## src/rtl/pc_redirect_unit.sv

```systemverilog
// Fetch-stage program counter with branch, jump and jump-register redirects.
// Emits a registered redirect pulse used to flush IF/ID.
module pc_redirect_unit #(
    parameter int MSB = 32,
    parameter logic [MSB-1:0] RESET_PC = '0,
    parameter int PC_STEP = 4,
    parameter int OFFSET_SHIFT = 2,
    parameter int JIDX = 26
) (
    input  logic            clk,
    input  logic            reset,
    input  logic            i_enable,
    input  logic            i_halt,
    input  logic            i_branch_taken,
    input  logic [MSB-1:0]  i_branch_base,
    input  logic [MSB-1:0]  i_branch_offset,
    input  logic            i_jump,
    input  logic [JIDX-1:0] i_jump_index,
    input  logic            i_jump_reg,
    input  logic [MSB-1:0]  i_jr_addr,
    output logic [MSB-1:0]  o_pc,
    output logic [MSB-1:0]  o_next_pc,
    output logic [MSB-1:0]  o_branch_addr,
    output logic            o_redirect,
    output logic            o_halted,
    output logic            o_addr_err
);

    localparam int TOP = JIDX + OFFSET_SHIFT;
    localparam logic [MSB-1:0] STEP = MSB'(PC_STEP);

    typedef enum logic {
        S_RUN,
        S_HALTED
    } state_t;

    state_t         r_state;
    state_t         w_state_nxt;
    logic [MSB-1:0] r_pc;
    logic [MSB-1:0] w_pc_nxt;
    logic [MSB-1:0] w_jump_tgt;
    logic [MSB-1:0] w_jr_tgt;
    logic           r_redirect;
    logic           w_redirect_nxt;
    logic           r_addr_err;
    logic           w_addr_err_nxt;

    assign o_next_pc     = r_pc + STEP;
    assign o_branch_addr = i_branch_base + (i_branch_offset << OFFSET_SHIFT);
    assign w_jump_tgt    = {o_next_pc[MSB-1:TOP], i_jump_index,
                            {OFFSET_SHIFT{1'b0}}};
    assign w_jr_tgt      = {i_jr_addr[MSB-1:OFFSET_SHIFT],
                            {OFFSET_SHIFT{1'b0}}};

    assign o_pc       = r_pc;
    assign o_redirect = r_redirect;
    assign o_halted   = (r_state == S_HALTED);
    assign o_addr_err = r_addr_err;

    // Fixed priority: halt, branch, jump-register, jump, stall, sequential.
    always_comb begin
        w_state_nxt    = r_state;
        w_pc_nxt       = r_pc;
        w_redirect_nxt = 1'b0;
        w_addr_err_nxt = r_addr_err;
        if (r_state == S_RUN) begin
            if (i_halt) begin
                w_state_nxt = S_HALTED;
            end else if (i_branch_taken) begin
                w_pc_nxt       = o_branch_addr;
                w_redirect_nxt = 1'b1;
            end else if (i_jump_reg) begin
                w_pc_nxt       = w_jr_tgt;
                w_redirect_nxt = 1'b1;
                if (i_jr_addr[OFFSET_SHIFT-1:0] != '0) begin
                    w_addr_err_nxt = 1'b1;
                end
            end else if (i_jump) begin
                w_pc_nxt       = w_jump_tgt;
                w_redirect_nxt = 1'b1;
            end else if (i_enable) begin
                w_pc_nxt = o_next_pc;
            end
        end
    end

    always_ff @(posedge clk) begin
        if (reset) begin
            r_state    <= S_RUN;
            r_pc       <= RESET_PC;
            r_redirect <= 1'b0;
            r_addr_err <= 1'b0;
        end else begin
            r_state    <= w_state_nxt;
            r_pc       <= w_pc_nxt;
            r_redirect <= w_redirect_nxt;
            r_addr_err <= w_addr_err_nxt;
        end
    end

endmodule

```

## config.mk

```make
export PLATFORM = sky130hd
export DESIGN_NAME = pc_redirect_unit
export DESIGN_NICKNAME = d
export VERILOG_FILES = /design/src/rtl/pc_redirect_unit.sv
export SDC_FILE = /design/constraint.sdc
export NUM_CORES = 1
export LEC_CHECK = 0
export BUFFER_PORTS_ARGS = -buffer_cell sky130_fd_sc_hd__buf_2
export CAP_MARGIN = 20
export CORE_ASPECT_RATIO = 0.8
export CORE_MARGIN = 2
export CORE_UTILIZATION = 30
export CTS_CLUSTER_SIZE = 28
export DETAILED_ROUTE_END_ITERATION = 10
export RECOVER_POWER = 100
export SLEW_MARGIN = 15
export SYNTH_ARGS = -nofsm -noshare
export SYNTH_HDL_FRONTEND = slang
export SYNTH_SLANG_ARGS = --single-unit
```

## constraint.sdc

```tcl
create_clock -name clk -period 5.3 [get_ports clk]
set_input_delay 0.53 -clock clk [delete_from_list [all_inputs] [get_ports clk]]
set_output_delay 0.53 -clock clk [all_outputs]
set_load 0.01 [all_outputs]
```

# Word level (Yosys, flattened, before mapping)
# Index checks and enable logic that the tools add are counted.
dict set report totals {
  reg_bits 35
  input_bits 129
  out_inout_bits 99
  elab_cells 23
}
dict set report op_classes {
  addsub 2
  n_mux 9
  n_bitwise 3
  n_reduce_logical 5
}
# operator n
set ops {}
lappend ops {{$mux W32} 4}
lappend ops {{$add A32 B3 Y32 const B} 1}
lappend ops {{$add A32 B32 Y32} 1}
lappend ops {{$mux W1} 5}
lappend ops {{$reduce_and A5 Y1} 1}
lappend ops {{$reduce_bool A4 Y1} 1}
lappend ops {{$not A1 Y1} 3}
lappend ops {{$reduce_and A3 Y1} 1}
lappend ops {{$reduce_or A3 Y1} 1}
lappend ops {{$reduce_bool A2 Y1} 1}

# Longest topological paths before layout
dict set report depth {
  ltp_word 5
  ltp_mapped 11
  mapped_depth_nobuf 11
}

# Worst setup path before layout
# No wires, ideal clock.
dict set report synth_timing {
  path_type {input to output}
  startpoint {in i_branch_base[2]}
  endpoint {out o_branch_addr[28]}
  arrival_time_ps 2501
  slack_ps 2269
  stages 10
  path_buffers 0
  path_cell_list {ha_1 > inv_1 > fa_1 > nor2b_1 > o211ai_1 > a31oi_2 > o41ai_2 > o41ai_2 > a21oi_1 > xnor2_1}
}
dict set report synth_via {
  elab_chain_cells 1
}
# element line_no
set synth_rtl {}
lappend synth_rtl {{start, declared} 15} ;# input logic [MSB-1:0] i_branch_base,
lappend synth_rtl {{$add A32 B32 Y32} 49} ;# assign o_branch_addr = i_branch_base + (i_branch_offset << OFFSET_SHIFT);
lappend synth_rtl {{end, declared} 23} ;# output logic [MSB-1:0] o_branch_addr,
# No other way between the ends.

# Worst setup path after layout
# Ends and elaborated chain as after synthesis.

==> flow_metrics.tcl <==
set metrics [dict create \
    outcome "finished, violations left" \
    violations "capacitance limit, slew limit" \
    end_kind "output port" \
    numPortBuffers 225 \
    clkSinkCount 35 \
    maxCapViolCount 1 \
    synth_edf_count 0 \
    io_pins 228 \
    synthesis.nets 808 \
    via_per_inst 5.31 \
    worstHoldStart "o_addr_err" \
    total_power_mw 1.25 \
    synth.top_cells.by_count "80 x nand2_1, 73 x nor2_1, 61 x a21oi_1" \
    clk_pin_slew_ps 60 \
    grt-ovfl-total 0 \
    clk_path_buf_depth 2 \
    muxShareOfSynthArea_pct 3.17 \
    crit_arrival_ps 3590 \
    critPathRequiredTime_ps 4770 \
    tritoncts "built" \
    clk_latency_ps 280 \
    p_int_mw 0.739 \
    ys_warn_count 0 \
    crit_start "i_branch_base[2]" \
    gp_congestion 0.888 \
    synthTopCellsByArea "dfxtp_1 16%, ha_1 8.4%, xnor2_1 7.1%" \
    grt_usage_pct 21.9 \
    hold_path_class "flip-flop to flip-flop" \
    drt-initial-drc-count 356 \
    synthAdderAreaFrac_pct 8.87 \
    path_max_fanout 4 \
    drt-total-wl_mm 18.2 \
    synth-simple-area-share_pct 25.1 \
    fin_nets 999 \
    ir_drop_mv 0.0932 \
    r2r-start "o_pc[11]" \
    grt_antenna_before_repair 0 \
    ys.flop_type "dfxtp_1" \
    synth_most_common_cell "nand2_1" \
    synth-compound-area-share_pct 30.2 \
    syn_area_per_cell_um2 6.88 \
    pwr_density_cell_mw_per_mm2 221 \
    dp_worst_setup_slack_ps 1570 \
    die_y_um 113 \
    drive_gt1_share_pct 18.2 \
    slew_headroom_pct -9.02 \
    syn2layout_area_growth_pct 27.2 \
    cts_inserted_buffers 5 \
    placed_cell_area_mm2 0.00565 \
    synthXorXnorAreaFrac_pct 11.0 \
    synth_top_area_share_pct 15.7 \
    setup_viol 0 \
    htreeDepth 2 \
    diodes 0 \
    die_w_um 140 \
    synth_top_family_by_area "compound AO/OA/AOI/OAI gates" \
    hpwl_mm 14.4 \
    clock.fmax_ghz 0.242 \
    fin_util_pct 39.4 \
    rows 39 \
    path_class "input pin to output port" \
    netlist_area_mm2 0.00446 \
    comb_power_share_pct 46.2 \
    yosysSeqAreaShare_pct 15.7 \
    vias 5442 \
    drv_slew 31 \
    grt_max_degree 39 \
    drtPass1Iterations 6 \
    ctsResizeCount 0 \
    min_period_ps 4120 \
    finalHoldViolCount 0 \
    grt_pass1_vias 4891 \
    clock_skew_ps 5.64 \
    cts_setup_buffers 0 \
    grt_first_pass_wirelength_mm 27.4 \
    swShare_pct 40.9 \
    ant_nets 0 \
    clkPwrFrac_pct 28.3 \
    max_slew.worst_pin.slew_ps 1640 \
    async_reset_ff_share_pct 0 \
    rsz0062_at_grt "false" \
    ys_types 65 \
    stdcell_area_mm2 0.00567 \
    cp-start-kind "input pin" \
    drcViolationCount 0 \
    yosysTopAreaCell "dfxtp_1" \
    fin_ws_ps 1180 \
    wl_per_cell_um 17.8 \
    yosys_register_bits 35 \
    coreArea_mm2 0.0144 \
    start_util_pct 31.0 \
    syn_inst 648 \
    cts_root_buffer "clkbuf_16" \
    tns_ps 0 \
    p_leak_nw 2.40 \
    die_area_mm2 0.0159 \
    seqPwrFrac_pct 25.5 \
    fin_crit_sh_pct 77.8 \
    power.switching_mw 0.511 \
    cts_hold_buf 0 \
]
metrics by stage:
stage                     cells  hold WS (ps)
after floorplan             648           489
after global placement     1016           451
after detailed placement   1016           458
after CTS                  1024           471
after global routing       1024           496
final                      1024           467
routing by layer:
layer / track usage [%] / up-vias / wire length (um)
li1: - / 2740 / -
met1: 33.6 / 2471 / 8950
met2: 33.1 / 227 / 7730
met3: 3.30 / 4 / 1490
met4: 2.90 / 0 / 76
met5: 0 / - / 0
sequential cells by signal (all words and copies together), names as in the netlist:
register	count
o_halted	1
o_redirect	1
o_addr_err	1
o_pc	32
final timing paths:
path | endpoint | slack (ps) | cells past startpoint
max | o_branch_addr[28] | 1180 | 12
min | o_addr_err | 470 | 2
min reg2reg | o_addr_err | 470 | 2
max reg2reg | o_pc[28] | 2460 | 8
cells in the final DEF (no fill, tap or decap), types with 3 or more instances in the layout:
cell type / instances
a21oi_1: 61
xnor2_1: 36
clkbuf_16: 5
o211ai_1: 19
xor2_1: 20
buf_2: 131
nor3_1: 19
a211oi_1: 10
a21o_1: 12
or2_2: 3
or3_1: 5
dfxtp_1: 35
inv_1: 17
nand3_1: 20
a31oi_1: 8
o21bai_1: 5
ha_1: 30
nor2b_1: 3
or4_1: 3
and3_1: 8
o21a_1: 7
o22ai_1: 13
nor2_1: 73
nand2_1: 80
mux2i_1: 13
clkbuf_1: 96
o221ai_1: 5
nand4_1: 18
o21ai_0: 38
worst max-delay path, cell delays in order:
cell	delay (ps)
buf_2	80
ha_1	190
inv_1	60
fa_1	410
nor2b_1	200
o211ai_1	140
a31oi_1	410
o41ai_2	170
o41ai_1	620
a21oi_1	220
xnor2_1	370
clkbuf_1	190
power by group through the flow:
stage	registers, mW	logic [mW]	clock network, mW
2_1_floorplan	0.325	0.354	0
6_report	0.318	0.578	0.354
5_1_grt	0.322	0.633	0.375
3_3_place_gp	0.323	0.597	0
4_1_cts	0.317	0.601	0.361
3_5_place_dp	0.323	0.598	0
logic make-up (layout without fill, tap and decap cells):
family	after synthesis	in the layout
fa+ha+maj	31	31
mux	14	14
flops	35	35
buf+inv	62	254
compound gates	205	205
xor+xnor	56	56
simple gates	245	245
area by class of cell:
type / count / area (um2)
clock buffers: 6 / 139
fillers: 1612 / 8730
well taps: 184 / 230
flip-flops and latches: 35 / 701
multi-input cells: 551 / 3470
clock inverters: 2 / 35.0
inverters: 17 / 63.8
repair buffers: 229 / 1030
No activity file was read; power rests on OpenSTA's default activity.
